[config.mk]
export PLATFORM = sky130hd
export DESIGN_NAME = switch_debouncer
export DESIGN_NICKNAME = d
export VERILOG_FILES = /design/src/rtl/switch_pkg.sv /design/src/rtl/switch_debouncer_bit.sv /design/src/rtl/switch_debouncer.sv
export SDC_FILE = /design/constraint.sdc
export NUM_CORES = 1
export LEC_CHECK = 0
export BUFFER_PORTS_ARGS = -buffer_cell sky130_fd_sc_hd__buf_2
export CAP_MARGIN = 20
export CORE_ASPECT_RATIO = 1.75
export CORE_UTILIZATION = 50
export DETAILED_ROUTE_END_ITERATION = 10
export PLACE_DENSITY = 0.71
export SYNTH_ARGS = -nofsm -noshare
export SYNTH_HDL_FRONTEND = slang
export SYNTH_SLANG_ARGS = --single-unit
export TNS_END_PERCENT = 30
[constraint.sdc]
create_clock -name clk_clk -period 5.7 [get_ports clk_clk]
set_clock_uncertainty 0.1 [all_clocks]
set_input_delay 1.14 -clock clk_clk [delete_from_list [all_inputs] [get_ports clk_clk]]
set_output_delay 1.14 -clock clk_clk [all_outputs]
set_load 0.1 [all_outputs]
[src/rtl/switch_pkg.sv]
// Shared constants and helpers for the slide-switch debouncer.
// Defaults target a 50 MHz clock with a 1 ms tick and a 10 ms settle window.
package switch_pkg;

    localparam int SW_WIDTH        = 8;
    localparam int SW_TICK_DIV     = 50000;
    localparam int SW_STABLE_TICKS = 10;

    // Commit decision made by a bit filter in a given cycle.
    typedef enum logic [1:0] {
        EDGE_NONE = 2'd0,
        EDGE_RISE = 2'd1,
        EDGE_FALL = 2'd2
    } edge_e;

    // Counter width for a tick count of 0..ticks-1; never narrower than one bit.
    function automatic int cntWidth(input int ticks);
        int w;
        w = $clog2(ticks);
        return (w < 1) ? 1 : w;
    endfunction

endpackage

[src/rtl/switch_debouncer_bit.sv]
// One switch bit: two-flop synchroniser, tick-driven persistence counter,
// committed level and registered rise/fall strobes.
module debounce_bit
    import switch_pkg::*;
#(
    parameter int STABLE_TICKS = SW_STABLE_TICKS
) (
    input  logic clk_clk,
    input  logic reset_reset,
    input  logic tick,
    input  logic raw,
    output logic stable,
    output logic rise,
    output logic fall
);

    localparam int CNT_W = cntWidth(STABLE_TICKS);
    localparam logic [CNT_W-1:0] CNT_LAST = CNT_W'(STABLE_TICKS - 1);

    logic             s1_q;
    logic             s2_q;
    logic [CNT_W-1:0] cnt_q;
    logic [CNT_W-1:0] cnt_d;
    logic             stable_q;
    logic             stable_d;
    logic             rise_q;
    logic             fall_q;
    edge_e            kind_d;

    // A bounce back to the committed level restarts the window; the count
    // only advances on ticks while the synchronised level differs.
    always_comb begin
        cnt_d    = cnt_q;
        stable_d = stable_q;
        kind_d   = EDGE_NONE;
        if (s2_q == stable_q) begin
            cnt_d = '0;
        end else if (tick) begin
            if (cnt_q == CNT_LAST) begin
                stable_d = s2_q;
                cnt_d    = '0;
                kind_d   = s2_q ? EDGE_RISE : EDGE_FALL;
            end else begin
                cnt_d = cnt_q + CNT_W'(1);
            end
        end
    end

    always_ff @(posedge clk_clk) begin
        if (reset_reset) begin
            s1_q     <= 1'b0;
            s2_q     <= 1'b0;
            cnt_q    <= '0;
            stable_q <= 1'b0;
            rise_q   <= 1'b0;
            fall_q   <= 1'b0;
        end else begin
            s1_q     <= raw;
            s2_q     <= s1_q;
            cnt_q    <= cnt_d;
            stable_q <= stable_d;
            rise_q   <= (kind_d == EDGE_RISE);
            fall_q   <= (kind_d == EDGE_FALL);
        end
    end

    assign stable = stable_q;
    assign rise   = rise_q;
    assign fall   = fall_q;

endmodule

[src/rtl/switch_debouncer.sv]
// Debounced slide-switch bus for the HPS switch PIO: shared tick prescaler,
// one filter per bit, and a sticky change flag for polling or interrupts.
module switch_debouncer
    import switch_pkg::*;
#(
    parameter int WIDTH        = SW_WIDTH,
    parameter int TICK_DIV     = SW_TICK_DIV,
    parameter int STABLE_TICKS = SW_STABLE_TICKS
) (
    input  logic             clk_clk,
    input  logic             reset_reset,
    input  logic [WIDTH-1:0] sw_raw,
    output logic [WIDTH-1:0] sw_stable,
    output logic [WIDTH-1:0] sw_rise,
    output logic [WIDTH-1:0] sw_fall,
    output logic             changed,
    input  logic             changed_clr
);

    localparam int DIV_W = $clog2(TICK_DIV);
    localparam logic [DIV_W-1:0] DIV_LAST = DIV_W'(TICK_DIV - 1);

    logic [DIV_W-1:0] div_q;
    logic [DIV_W-1:0] div_d;
    logic             tick;
    logic             changed_q;
    logic             changed_d;

    // Tick fires on the last prescaler count; a fresh commit beats a clear.
    always_comb begin
        tick      = (div_q == DIV_LAST);
        div_d     = tick ? '0 : div_q + DIV_W'(1);
        changed_d = changed_q;
        if ((|sw_rise) || (|sw_fall)) begin
            changed_d = 1'b1;
        end else if (changed_clr) begin
            changed_d = 1'b0;
        end
    end

    always_ff @(posedge clk_clk) begin
        if (reset_reset) begin
            div_q     <= '0;
            changed_q <= 1'b0;
        end else begin
            div_q     <= div_d;
            changed_q <= changed_d;
        end
    end

    assign changed = changed_q;

    for (genvar i = 0; i < WIDTH; i++) begin : g_bit
        debounce_bit #(
            .STABLE_TICKS(STABLE_TICKS)
        ) u_bit (
            .clk_clk    (clk_clk),
            .reset_reset(reset_reset),
            .tick       (tick),
            .raw        (sw_raw[i]),
            .stable     (sw_stable[i]),
            .rise       (sw_rise[i]),
            .fall       (sw_fall[i])
        );
    end

endmodule

; Word-level counts from Yosys, hierarchy flattened
; Cells that the tools add are included.
[word_totals]
ff_bits = 89
inputBits = 11
out_inout_bits = 25
elab_cells = 163
[op_classes]
addsub = 9
n_eq_ne = 33
muxes = 42
n_bitwise = 8
reduce_logical = 21
[ops]
columns = cell, n
row1 = two-way mux 2 bit, 32
row2 = "adder 4 x 1 -> 4 bit, second input constant", 8
row3 = "equality test 4 bit, second input constant", 8
row4 = two-way mux 4 bit, 8
row5 = AND reduction 3 bit, 8
row6 = OR reduction 2 bit, 9
row7 = "adder 16 x 1 -> 16 bit, second input constant", 1
row8 = "equality test 16 bit, second input constant", 1
row9 = "equality test 2 x 1 -> 1 bit, second input constant", 8
row10 = "equality test 2 bit, second input constant", 8
row11 = OR reduction 8 bit, 2
row12 = equality test 1 bit, 8
row13 = NOT 1 bit, 8
row14 = two-way mux 1 bit, 2
row15 = nonzero test 2 bit, 1
row16 = logical OR 1 bit, 1

; Longest topological paths before layout
[logic_depth]
ltp_word = 5
depth_mapped = 6
ltp_nobuf = 5

; Modules after synthesis
; Synthesis repeated with hierarchy kept, for this count alone.
[unflattened]
hier_cells = 372
area_unflattened_um2 = 3672.3
[by_module_without_submodules]
columns = mod, n_inst, cells_per_inst, area_each_um2, seq_area_each_um2
row1 = debounce_bit, 8, 35, 357.8, 180.2
row2 = switch_debouncer, 1, 92, 809.5, 340.3

; Worst setup path before layout
; OpenSTA, ideal clock, no wires.
[synth_path]
path_kind = register to output
startpoint = reg changed_q (netlist: changed)
endpoint = out changed
arrival_ns = 0.925
required_time_ns = 4.460
slack_ns = 3.535
stages_incl_launch_ff = 1
path_cell_list = dfxtp_1
[synth_lines]
columns = element, line_no
row1 = from (decl), switch_debouncer.sv:26  ; logic changed_q;
row2 = from (signal assigned), switch_debouncer.sv:47  ; changed_q <= changed_d;
row3 = to (decl), switch_debouncer.sv:16  ; output logic changed,
; No word-level cell between the ends.

; Final worst setup path
[layout_path]
startpoint = reg div_q[0]
endpoint = reg g_bit[5].u_bit.cnt_q[2]
[layout_between]
elab_chain_cells = 1
[layout_lines]
columns = element, line_no
row1 = from (decl), switch_debouncer.sv:23  ; logic [DIV_W-1:0] div_q;
row2 = from (signal assigned), switch_debouncer.sv:46  ; div_q <= div_d;
row3 = equality test 16 bit, switch_debouncer.sv:31  ; tick = (div_q == DIV_LAST);
row4 = to (signal assigned), switch_debouncer_bit.sv:60  ; cnt_q <= cnt_d;
row5 = to (decl), switch_debouncer_bit.sv:22  ; logic [CNT_W-1:0] cnt_q;
; Every way passes these cells.
; A chain may end at the register's enable or synchronous reset.

==> reports/metrics.cfg <==
[sta]
hold_violations = 0
fin_crit_ps = 2500
rsz0062_at_grt = false
slew_violations = 0
slew_headroom_pct = 33.5
worst_slew_pin_slew_ps = 998
max_freq_mhz = 400
finalSetupViolations = 0
min_period_over_period_pct = 43.9
fin_tns_setup_ps = 0

[critical_path]
cp_cell_sequence = ha_1 -> and3_1 -> and4_1 -> nand4b_1 -> a21oi_1
critPathCaptureType = flip-flop
crit_path_end = g_bit[5].u_bit.cnt_q[2]$_SDFFE_PP0N_
crit_path_start = div_q[0]$_SDFF_PP0_
ff2ff_path_depth = 5
critPathArrivalTime_ps = 2670
crit_fanout = 20
worstSetupPathDepth = 5
reg2reg_slack_ps = 3200
critPathKind = flip-flop to flip-flop
cp.required_ps = 5870
critPathBufInv = 0
critical_path.startpoint_type = flip-flop
cp_slowest_cell = and4_1
crit_path_max_incr_delay_ps = 890
r2r_start = div_q[0]$_SDFF_PP0_
reg2reg_to = g_bit[5].u_bit.cnt_q[2]$_SDFFE_PP0N_
crit_family = simple AND/OR/NAND/NOR gates

[synth]
synth_fa_ha_area_share_pct = 0.324
synth_compound_area_share_pct = 6.57
muxShareOfSynthArea_pct = 1.81
synth_cell_types = 32
syn_area_per_cell_um2 = 8.89
ys_seq_area_share_pct = 46.1
syn_area_um2 = 3870
synth_top_family_by_area = simple AND/OR/NAND/NOR gates
synth_top_area_cell = dfxtp_1
synth-simple-area-share_pct = 30.3
netlist_instances = 435
yosys.area_share.xor_xnor_pct = 6.80
ys_ff_latch = 89
synth_nets = 447
async_reset_ff_share_pct = 0
netlist_top_cells_area = dfxtp_1 (46%), xnor2_1 (4.8%), buf_4 (4.7%)
yosysWarnings = 0
yosys.area.top_type_share_pct = 46.1
synth_edf_count = 0
ys.flop_type = dfxtp_1

[grt]
antenna_found_initial = 0
grt_overflow = 0
grt_max_degree = 42
grt_pass1_wl_um = 12700
grtUsageTotal_pct = 21.0
grt_pass1_vias = 2932

[power_and_ir_drop]
power_density_nw_per_um2 = 306
p_leak_uw = 0.00151
totalPowerFinal_uw = 1310
irDropWorstVdd_mv = 0.216

[floorplan]
pin_count = 36
die_x_um = 68.5
initial_core_util_pct = 51.4
die_y_um = 118
die_area_um2 = 8100
rows = 42
core-area_um2 = 7510

[clock_network]
numCtsBuffers = 9
clk_latency_ps = 330
hold_buffers = 0
cts_resized = 0
cts_tree = yes
clock_sinks = 89
post_cts_buffers = 0
cts_max_path_buffers = 2
clockRootBuffer = clkbuf_16
ctsHtreeMaxLevel = 3
clk_pin_slew_ps = 60

[final_layout]
fill_cells = 683
syn_to_final_growth_pct = 10.5
nets = 458
fin_cells = 539
antenna_cells = 0
drive_gt1_share_pct = 12.2

[placed_design]
port_buffers = 35
dp_cells = 523
dp_hpwl_um = 5510
globalplace.congestion = 0.786

[detailed_routing]
drtAntennaViolNets = 0
routed_wl_um = 7710
drc = 0
wire_per_inst_um = 14.3
firstDrtPassIters = 5
via_per_inst = 5.62
routed-via-count = 3029
first_iter_violations = 168

[min_path]
holdCritPathClass = flip-flop to flip-flop
hold_path_depth = 1

[job]
cap_violations = 0

[outcome]
status = finished, final reports clean

-- through the flow --
stage | setup WS, ps | utilization [%] | instance area (um^2) | hold slack (ps)
floorplan | 3530 | - | 3870 | 314
global placement | 3160 | 52.3 | 3930 | 320
detailed placement | 3120 | 52.3 | 3930 | 324
CTS | 3220 | 56.8 | 4270 | 337
global route | 3050 | 56.8 | 4270 | 350
finish | 3200 | 56.8 | 4270 | 335
-- synthesized netlist by cell type, drive strengths merged (3+ instances only) --
cell type and count:
and2 5, nor2b 24, mux2i 7, buf 28
dfxtp 89, nor3b 5, nor4 18, nand4 22
a21oi 22, nand3 16, o21ai 16, xnor2 21
nand2 28, nor3 9, xor2 9, or3 11
nand2b 10, nor2 31, clkbuf 9, inv 21
and3 3, a41oi 3, and4 9, nand4b 7
a31oi 6
-- worst min-delay path by stage --
stage,from,end,slack (ps)
6_report,g_bit[5].u_bit.s1_q$_SDFF_PP0_,g_bit[5].u_bit.s2_q$_SDFF_PP0_,330
5_1_grt,g_bit[3].u_bit.s1_q$_SDFF_PP0_,g_bit[3].u_bit.s2_q$_SDFF_PP0_,350
4_1_cts,g_bit[5].u_bit.s1_q$_SDFF_PP0_,g_bit[5].u_bit.s2_q$_SDFF_PP0_,340
3_5_place_dp,g_bit[5].u_bit.s1_q$_SDFF_PP0_,g_bit[5].u_bit.s2_q$_SDFF_PP0_,320
3_3_place_gp,g_bit[1].u_bit.s1_q$_SDFF_PP0_,g_bit[1].u_bit.s2_q$_SDFF_PP0_,320
2_1_floorplan,g_bit[0].u_bit.s1_q$_SDFF_PP0_,g_bit[0].u_bit.s2_q$_SDFF_PP0_,310
-- power breakdown --
part / internal [uW] / leakage, uW / switching, uW / total (uW)
Combinational: 9.49 / 0.000621 / 13.6 / 23.1
Sequential: 629 / 0.000721 / 5.20 / 634
Clock: 420 / 0.000169 / 232 / 651
Total: 1060 / 0.00151 / 251 / 1310
-- logic make-up after synthesis --
logic type / after synthesis
compound gates: 47
mux: 7
fa+ha+maj: 1
buf+inv: 58
simple gates: 203
xor+xnor: 30
flops: 89
-- cells in the final DEF, fill, tap and decap left out, drive strengths merged, types with 3 or more instances in the layout --
master  count
inv        21
o21ai      16
xnor2      21
a31oi       6
nor2b      24
a41oi       3
mux2i       7
nand4b      7
nor3b       5
nand3      16
or3        11
nand4      22
and3        3
nand2      28
a21oi      22
xor2        9
nand2b     10
dfxtp      89
nor3        9
and4        9
buf        37
nor2       31
nor4       18
clkbuf     12
and2        5
-- layer usage --
layer  vias to the layer above  track usage, %  routed length (um)  share of wire (%)
met2                        81            37.3                4180                 54
met5                         -               0                   0                  0
met3                        10            5.31                 320                4.2
met1                      1419            20.9                3060                 40
met4                         0            11.5                 151                2.0
li1                       1519               -                   -                  -
-- sequential cells by signal (all words and copies together), names as in the netlist --
signal	cells
changed	1
div_q	16
g_bit.u_bit.cnt_q	32
g_bit.u_bit.fall	8
g_bit.u_bit.rise	8
g_bit.u_bit.s1_q	8
g_bit.u_bit.s2_q	8
g_bit.u_bit.stable	8
-- cell type report --
| cell class | instances | area, um^2 | share of cell area, % |
|---|---|---|---|
| sequential | 89 | 1780 | 41.7 |
| multi-input combinational | 288 | 1770 | 41.4 |
| clock buffer | 12 | 267 | 6.24 |
| timing repair buffer | 37 | 190 | 4.45 |
| tap | 88 | 110 | 2.58 |
| inverter | 21 | 78.8 | 1.85 |
| clock inverter | 4 | 73.8 | 1.73 |
No activity file was read; power rests on OpenSTA's default activity.
